==> src/rtl/gated_bin_counter.sv <==
`default_nettype none
// ============================================================================
// Module   : gated_bin_counter
// Purpose  : Counts discriminator event strobes in a train of back-to-back,
//            equal-length time bins after a trigger and streams one result
//            word per bin through an output FIFO onto an AXI-Stream master.
// Ports    : clk, rst (sync, active-low)
//            event_in            - one-cycle photon event strobe
//            trigger             - start request (sampled in IDLE only)
//            bin_cycles/num_bins - run setup, latched on an accepted trigger
//            M_AXIS_OUT_*        - result stream {sat, bin index, count}
//            busy                - high while a run is counting
//            overflow            - sticky, a bin word was dropped (FIFO full)
//            bins_done           - bins closed in the current/last run
// Revision : 1.0 - initial release
// ============================================================================
module gated_bin_counter #(
  parameter int COUNT_WIDTH      = 16,
  parameter int FIFO_DEPTH       = 16,
  parameter int AXIS_TDATA_WIDTH = 32
) (
  input  logic                        clk,
  input  logic                        rst,
  input  logic                        event_in,
  input  logic                        trigger,
  input  logic [31:0]                 bin_cycles,
  input  logic [15:0]                 num_bins,
  output logic [AXIS_TDATA_WIDTH-1:0] M_AXIS_OUT_tdata,
  output logic                        M_AXIS_OUT_tvalid,
  input  logic                        M_AXIS_OUT_tready,
  output logic                        M_AXIS_OUT_tlast,
  output logic                        busy,
  output logic                        overflow,
  output logic [15:0]                 bins_done
);

  localparam int AW = $clog2(FIFO_DEPTH);
  localparam logic [COUNT_WIDTH-1:0] CNT_MAX = '1;
  localparam logic [AW:0] FIFO_FULL_LVL = (AW+1)'(FIFO_DEPTH);

  typedef enum logic [0:0] {
    IDLE  = 1'b0,
    COUNT = 1'b1
  } state_t;

  state_t                 state;
  logic [31:0]            bin_len;
  logic [15:0]            nbins;
  logic [31:0]            cyc_cnt;
  logic [15:0]            bin_idx;
  logic [COUNT_WIDTH-1:0] cnt;
  logic                   sat;

  // FIFO storage: {tlast, tdata}; pointers carry one extra wrap bit
  logic [32:0]            mem [FIFO_DEPTH];
  logic [AW:0]            wptr;
  logic [AW:0]            rptr;

  // Combinational view of the current cycle including this cycle's event,
  // so the closing cycle of a bin is counted into that bin's word.
  logic                   cnt_inc;
  logic [COUNT_WIDTH-1:0] cnt_next;
  logic                   sat_next;
  logic                   bin_end;
  logic                   last_bin;
  logic [15:0]            cnt_field;
  logic [31:0]            word;
  logic [AW:0]            level;
  logic                   empty;
  logic                   full;
  logic                   rd;
  logic                   wr_ok;
  logic                   drop;
  logic [32:0]            rd_word;

  assign cnt_inc   = event_in && (cnt != CNT_MAX);
  assign cnt_next  = cnt + COUNT_WIDTH'(cnt_inc);
  assign sat_next  = sat || (cnt_next == CNT_MAX);
  assign bin_end   = (state == COUNT) && (cyc_cnt == bin_len - 32'd1);
  assign last_bin  = (bin_idx == nbins - 16'd1);
  assign cnt_field = 16'(cnt_next);
  assign word      = {sat_next, bin_idx[14:0], cnt_field};

  assign level = wptr - rptr;
  assign empty = (wptr == rptr);
  assign full  = (level == FIFO_FULL_LVL);
  assign rd    = !empty && M_AXIS_OUT_tready;
  // A read in the same cycle frees a slot, so a full FIFO still accepts.
  assign wr_ok = bin_end && (!full || rd);
  assign drop  = bin_end && full && !rd;

  assign rd_word           = mem[rptr[AW-1:0]];
  assign M_AXIS_OUT_tvalid = !empty;
  // Masked so the stream reads as zero whenever nothing is offered.
  assign M_AXIS_OUT_tdata  = empty ? '0 : AXIS_TDATA_WIDTH'(rd_word[31:0]);
  assign M_AXIS_OUT_tlast  = !empty && rd_word[32];
  assign busy              = (state == COUNT);

  always_ff @(posedge clk) begin
    if (wr_ok) begin
      mem[wptr[AW-1:0]] <= {last_bin, word};
    end
  end

  always_ff @(posedge clk) begin
    if (!rst) begin
      state     <= IDLE;
      bin_len   <= '0;
      nbins     <= '0;
      cyc_cnt   <= '0;
      bin_idx   <= '0;
      cnt       <= '0;
      sat       <= 1'b0;
      overflow  <= 1'b0;
      bins_done <= '0;
      wptr      <= '0;
      rptr      <= '0;
    end else begin
      if (wr_ok) begin
        wptr <= wptr + 1'b1;
      end
      if (rd) begin
        rptr <= rptr + 1'b1;
      end

      case (state)
        IDLE: begin
          if (trigger && (bin_cycles != 32'd0) && (num_bins != 16'd0)) begin
            state     <= COUNT;
            bin_len   <= bin_cycles;
            nbins     <= num_bins;
            cyc_cnt   <= '0;
            bin_idx   <= '0;
            cnt       <= '0;
            sat       <= 1'b0;
            overflow  <= 1'b0;
            bins_done <= '0;
          end
        end
        COUNT: begin
          if (drop) begin
            overflow <= 1'b1;
          end
          if (bin_end) begin
            // Next bin starts fresh on the very next cycle: no dead time.
            cyc_cnt   <= '0;
            cnt       <= '0;
            sat       <= 1'b0;
            bins_done <= bins_done + 16'd1;
            bin_idx   <= bin_idx + 16'd1;
            if (last_bin) begin
              state <= IDLE;
            end
          end else begin
            cyc_cnt <= cyc_cnt + 32'd1;
            cnt     <= cnt_next;
            sat     <= sat_next;
          end
        end
        default: state <= IDLE;
      endcase
    end
  end

endmodule
`default_nettype wire
==> config.mk <==
export PLATFORM = sky130hd
export DESIGN_NAME = gated_bin_counter
export DESIGN_NICKNAME = d
export VERILOG_FILES = /design/src/rtl/gated_bin_counter.sv
export SDC_FILE = /design/constraint.sdc
export NUM_CORES = 1
export LEC_CHECK = 0
export CORE_MARGIN = 4
export CORE_UTILIZATION = 65
export DETAILED_ROUTE_END_ITERATION = 16
export PLACE_DENSITY = 0.92
export SLEW_MARGIN = 20
export SYNTH_ARGS = -nofsm -noshare
export SYNTH_HDL_FRONTEND = slang
export SYNTH_SLANG_ARGS = --single-unit
==> constraint.sdc <==
create_clock -name clk -period 23.1 [get_ports clk]
set_clock_uncertainty 0.1 [all_clocks]
set_input_delay 2.31 -clock clk [delete_from_list [all_inputs] [get_ports clk]]
set_output_delay 2.31 -clock clk [all_outputs]
set_load 0.03 [all_outputs]
* Word level (Yosys, flattened, before mapping)
Memories as Yosys holds them, arrays and structs flattened. A register that Yosys moved wholly into a read port is not among the register bits. Index checks and enable logic that the tools add are counted.
Storage, ports and cells: memories 1, register bits 141, input bits 53, memory bits (writable) 528
Cells by class: equality and inequality tests 9, reductions and logical operators 19, add/sub/neg operators 9, muxes and demuxes 24, bitwise gates (word level) 1
Memories:
- mem | words 16, width 33, read ports 1, clocked after memory_dff 1, write ports 1, RTL line 55 | logic [32:0] mem [FIFO_DEPTH];
Operators by type and width (count):
- 32-bit two-way mux | 3
- 16-bit one-hot mux with 2 select lines | 3
- 16-bit two-way mux | 4
- 32-bit one-hot mux with 2 select lines | 1
- 16-bit by 1-bit adder with 16-bit output, second input constant | 2
- 32-bit by 1-bit adder with 32-bit output, second input constant | 1
- 32-bit equality test | 1
- 32-bit nonzero test | 1
- 32-bit by 1-bit subtractor with 32-bit output, second input constant | 1
- 16-bit by 1-bit adder with 16-bit output | 1
- 16-bit equality test | 1
- 16-bit equality test, second input constant | 1
- 16-bit inequality test, second input constant | 1
- 16-bit nonzero test | 1
- 16-bit by 1-bit subtractor with 16-bit output, second input constant | 1
- 5-bit by 1-bit adder with 5-bit output, second input constant | 2
- 1-bit logical AND | 9
- 1-bit two-way mux | 8
- 4-bit two-way mux | 2
- 1-bit one-hot mux with 2 select lines | 3
- 2-bit AND reduction | 3
- 5-bit equality test | 1
- 5-bit equality test, second input constant | 1
- 5-bit subtractor | 1
- other kinds (5) | 9

* Depth between registers and ports, before layout
depth after elaboration 7, mapped depth 15

* Worst setup path after synthesis
OpenSTA, ideal clock, no wires.
path type register -> register, start reg bin_len[0], end mem mem[11][0], enable pin, stages on the path, launching flop included 15, setup slack 15794 ps, data arrival time 6701 ps, path buffers 4, data required time 22494 ps, cell sequence dfxtp_1 > clkbuf_1 > inv_1 > ha_1 > or4b_1 > buf_2 > nor4_1 > and4_1 > o22ai_1 > or4_4 > nor4b_4 > nand3_2 > buf_2 > clkbuf_1 > nor4_1
Between the ends: cells in the longest elaborated chain, start to end 6
Ends and longest elaborated chain:
- start: declaration | RTL line 47 | logic [31:0] bin_len;
- start signal: assignment | RTL line 130 | bin_len <= bin_cycles;
- 32-bit by 1-bit subtractor with 32-bit output | RTL line 79 | assign bin_end = (state == COUNT) && (cyc_cnt == bin_len - 32'd1);
- 32-bit equality test | RTL line 79
- 1-bit logical AND | RTL line 79
- 1-bit logical AND | RTL line 89 | assign wr_ok = bin_end && (!full || rd);
- 1-bit two-way mux | RTL line 100 | if (wr_ok) begin
- 1-bit two-way mux (implied by the code) | RTL line 101 | mem[wptr[AW-1:0]] <= {last_bin, word};
- end: declaration | RTL line 55
No other way between the ends.

==> results.toml <==
[clocking]
cts_tree = "yes"
cts.path.max_buffers = 3
clock_sinks = 673
cts.htree.levels = 2
cts_resized = 0
clock_latency_ps = 640
post_cts_buffers = 0
cts_root_buf = "clkbuf_16"
clk_pin_slew_ps = 70
cts_hold_buf = 0
cts_buffers = 60

[routing]
drt_wl_total_mm = 80.91
drc = 0
wl_per_cell_um = 30.73
ant_nets = 0
first_pass_iters = 6
num_vias = 18880
drt_iter0_drc = 3067
avgViaCountPerCell = 7.169

[synthesis]
synthesis.area_um2 = 28640
synth_top_flop_cell = "edfxtp_1"
synth.avg_cell_area_um2 = 14.97
ys_ff_latch = 673
synth_warnings = 0
synth_enable_flop_cells = 528
yosysSeqAreaShare_pct = 65.48
synth_nets = 1983
synthCells = 1914
synth-async-reset-ratio_pct = 0
synthDistinctLibCells = 76

[power]
power_density_nw_per_um2 = 75.91
ir_drop_mv = 0.05464
p_leak_nw = 9.965

[final_layout]
num-nets-final = 2065
fillers = 2390
regArea_um2 = 18770
multiInputGateArea_um2 = 9524
syn2layout_area_growth_pct = 13.33
drive_gt1_share_pct = 16.60
antennaDiodeCount = 0

[setup_path]
required_ps = 20690
arrival_ps = 4490
worst_path_most_repeated_cell = "mux4_2"
crit_cells = 5
cp_cell_sequence = "buf_4 > mux4_2 > mux4_2 > nor2b_1 > clkdlybuf4s50_1"
crit_path_start_kind = "flop"
crit_fanout = 47
critPathKind = "flop to primary output"
crit_slowest_cell = "dfxtp_4"
r2r_cells = 11
worst-path-buf-inv = 2
max_stage_delay_ps = 950
critPathCaptureType = "primary output"
critPathTopFamily = "buffers and inverters"

[die]
rows = 76
die_area_um2 = 47490
die_y_um = 217.9
core_um2 = 43360
initial_utilization_pct = 66.06
die_w_um = 217.9
io-pin-count = 105

[worst_hold_path]
hold_depth = 2
holdCritPathClass = "flop to flop"

[sta]
tightest_slew_ps = 1257
finalHoldViolCount = 0
rsz0062_at_grt = "false"
setup_tns_ps = 0
fmaxAchievable_mhz = 144.9
fin_crit_sh_pct = 29.87
setup_ws_ps = 16200
period_minus_slack_ps = 6901
slew_violations = 0
setup_viol = 0
relSlewSlack_pct = 16.23

[global_route]
grt_max_degree = 62
antenna_found_initial = 3
grt.overflow.total = 0
first_global_vias = 18750
grt_pass1_wl_mm = 120.2
grt_usage_pct = 33.96

[flow_run]
maxCapViolations = 0

[placed_design]
gp_congestion = 0.8865
dp_hpwl_mm = 43.10
port_buffers = 104
place_ws_ps = 16310

[outcome]
status = "completed"
==> registers in the layout (all words and copies together), names as in the netlist, named ones only <==
| name | flops |
|---|---|
| bins_done | 16 |
| rptr | 5 |
| overflow | 1 |
| busy | 1 |
| sat | 1 |
| bin_idx | 16 |
| cnt | 16 |
| mem | 528 |
| nbins | 16 |
| wptr | 5 |
| cyc_cnt | 32 |
| bin_len | 32 |
==> cells in the mapped netlist, types with 26 or more instances <==
library cell | n | area, µm²
edfxtp_1 | 528 | 15860
o21ai_0 | 34 | 170.2
nand3_1 | 82 | 410.4
nand4_1 | 26 | 162.7
inv_1 | 30 | 112.6
dfxtp_1 | 145 | 2903
and3_1 | 36 | 225.2
a21oi_1 | 80 | 400.4
nand2_1 | 175 | 656.9
nor2_1 | 96 | 360.4
mux4_2 | 165 | 3716
xnor2_1 | 58 | 508.0
clkbuf_1 | 90 | 337.8
nor4_1 | 37 | 231.5
nor2b_1 | 37 | 231.5
xor2_1 | 45 | 394.1
==> through the flow <==
step / cells / power, mW / utilization, % / instance area [µm²] / hold WS [ps]
after floorplan: 1914 / 1.389 / - / 28650 / 347.8
after global placement: 2518 / 1.417 / 69.76 / 30250 / 358.3
after detailed placement: 2519 / 1.420 / 69.85 / 30290 / 376.2
after CTS: 2633 / 2.458 / 74.63 / 32360 / 385.0
final: 2633 / 2.464 / 74.87 / 32460 / 387.4
after global routing: 2633 / 2.527 / 74.87 / 32460 / 398.2
==> tightest hold or removal path: cells and delay by family, from the launching register on <==
kind | cells | cell delay [ps]
AOI/OAI and AO/OA | 1 | 60
DFF | 1 | 320
and+or+nand+nor | 1 | 60
==> layout by cell type, fill, tap and decap left out, drive strengths merged, types with 19 or more instances in the layout <==
cell type      instances
a21oi                 81
and3                  36
buf                   25
clkbuf                85
clkdlybuf4s50        104
dfxtp                145
edfxtp               528
inv                   33
mux4                 165
nand2                176
nand3                 83
nand4                 26
nor2                  97
nor2b                 37
nor4                  37
o21ai                 34
or4                   19
xnor2                 58
xor2                  45
==> metal layers <==
metal | share of wire, % | up-vias | global-route usage (%)
met3 | 12 | 307 | 7.315
met1 | 35 | 9307 | 46.26
met4 | 4.9 | 6 | 13.57
met2 | 49 | 1630 | 54.50
met5 | 0.046 | - | 0
li1 | - | 7626 | -
==> final cells by class <==
type                    instances  area share [%]
flip-flops and latches        673           57.81
well taps                     585           2.255
clock buffers                  85           5.203
inverters                      31          0.3584
repair buffers                129           3.846
clock inverters                29           1.187
multi-input cells            1101           29.34
==> path summary, 6_finish.rpt <==
check                  start                   end  slack, ps
setup / recovery        flop  M_AXIS_OUT_tdata[27]      16200
hold / removal     nbins[15]             nbins[15]        390
setup reg to reg  bin_len[0]             mem[7][7]      16680
hold reg to reg    nbins[15]             nbins[15]        390
==> where the power goes <==
group          internal (mW)  switching (mW)
clock network          0.612           0.457
logic                 0.0374          0.0569
registers               1.29         0.00883
==> cells by family after synthesis <==
kind of cell | Yosys count | synth area share, %
DFF | 673 | 65.48
and+or+nand+nor | 598 | 10.80
AOI/OAI and AO/OA | 213 | 4.818
muxes | 171 | 13.18
buffers and inverters | 140 | 1.865
xor gates and xnor gates | 103 | 3.149
adders and majority gates | 16 | 0.6989
Note: power is estimated with default switching activity, not from simulation.
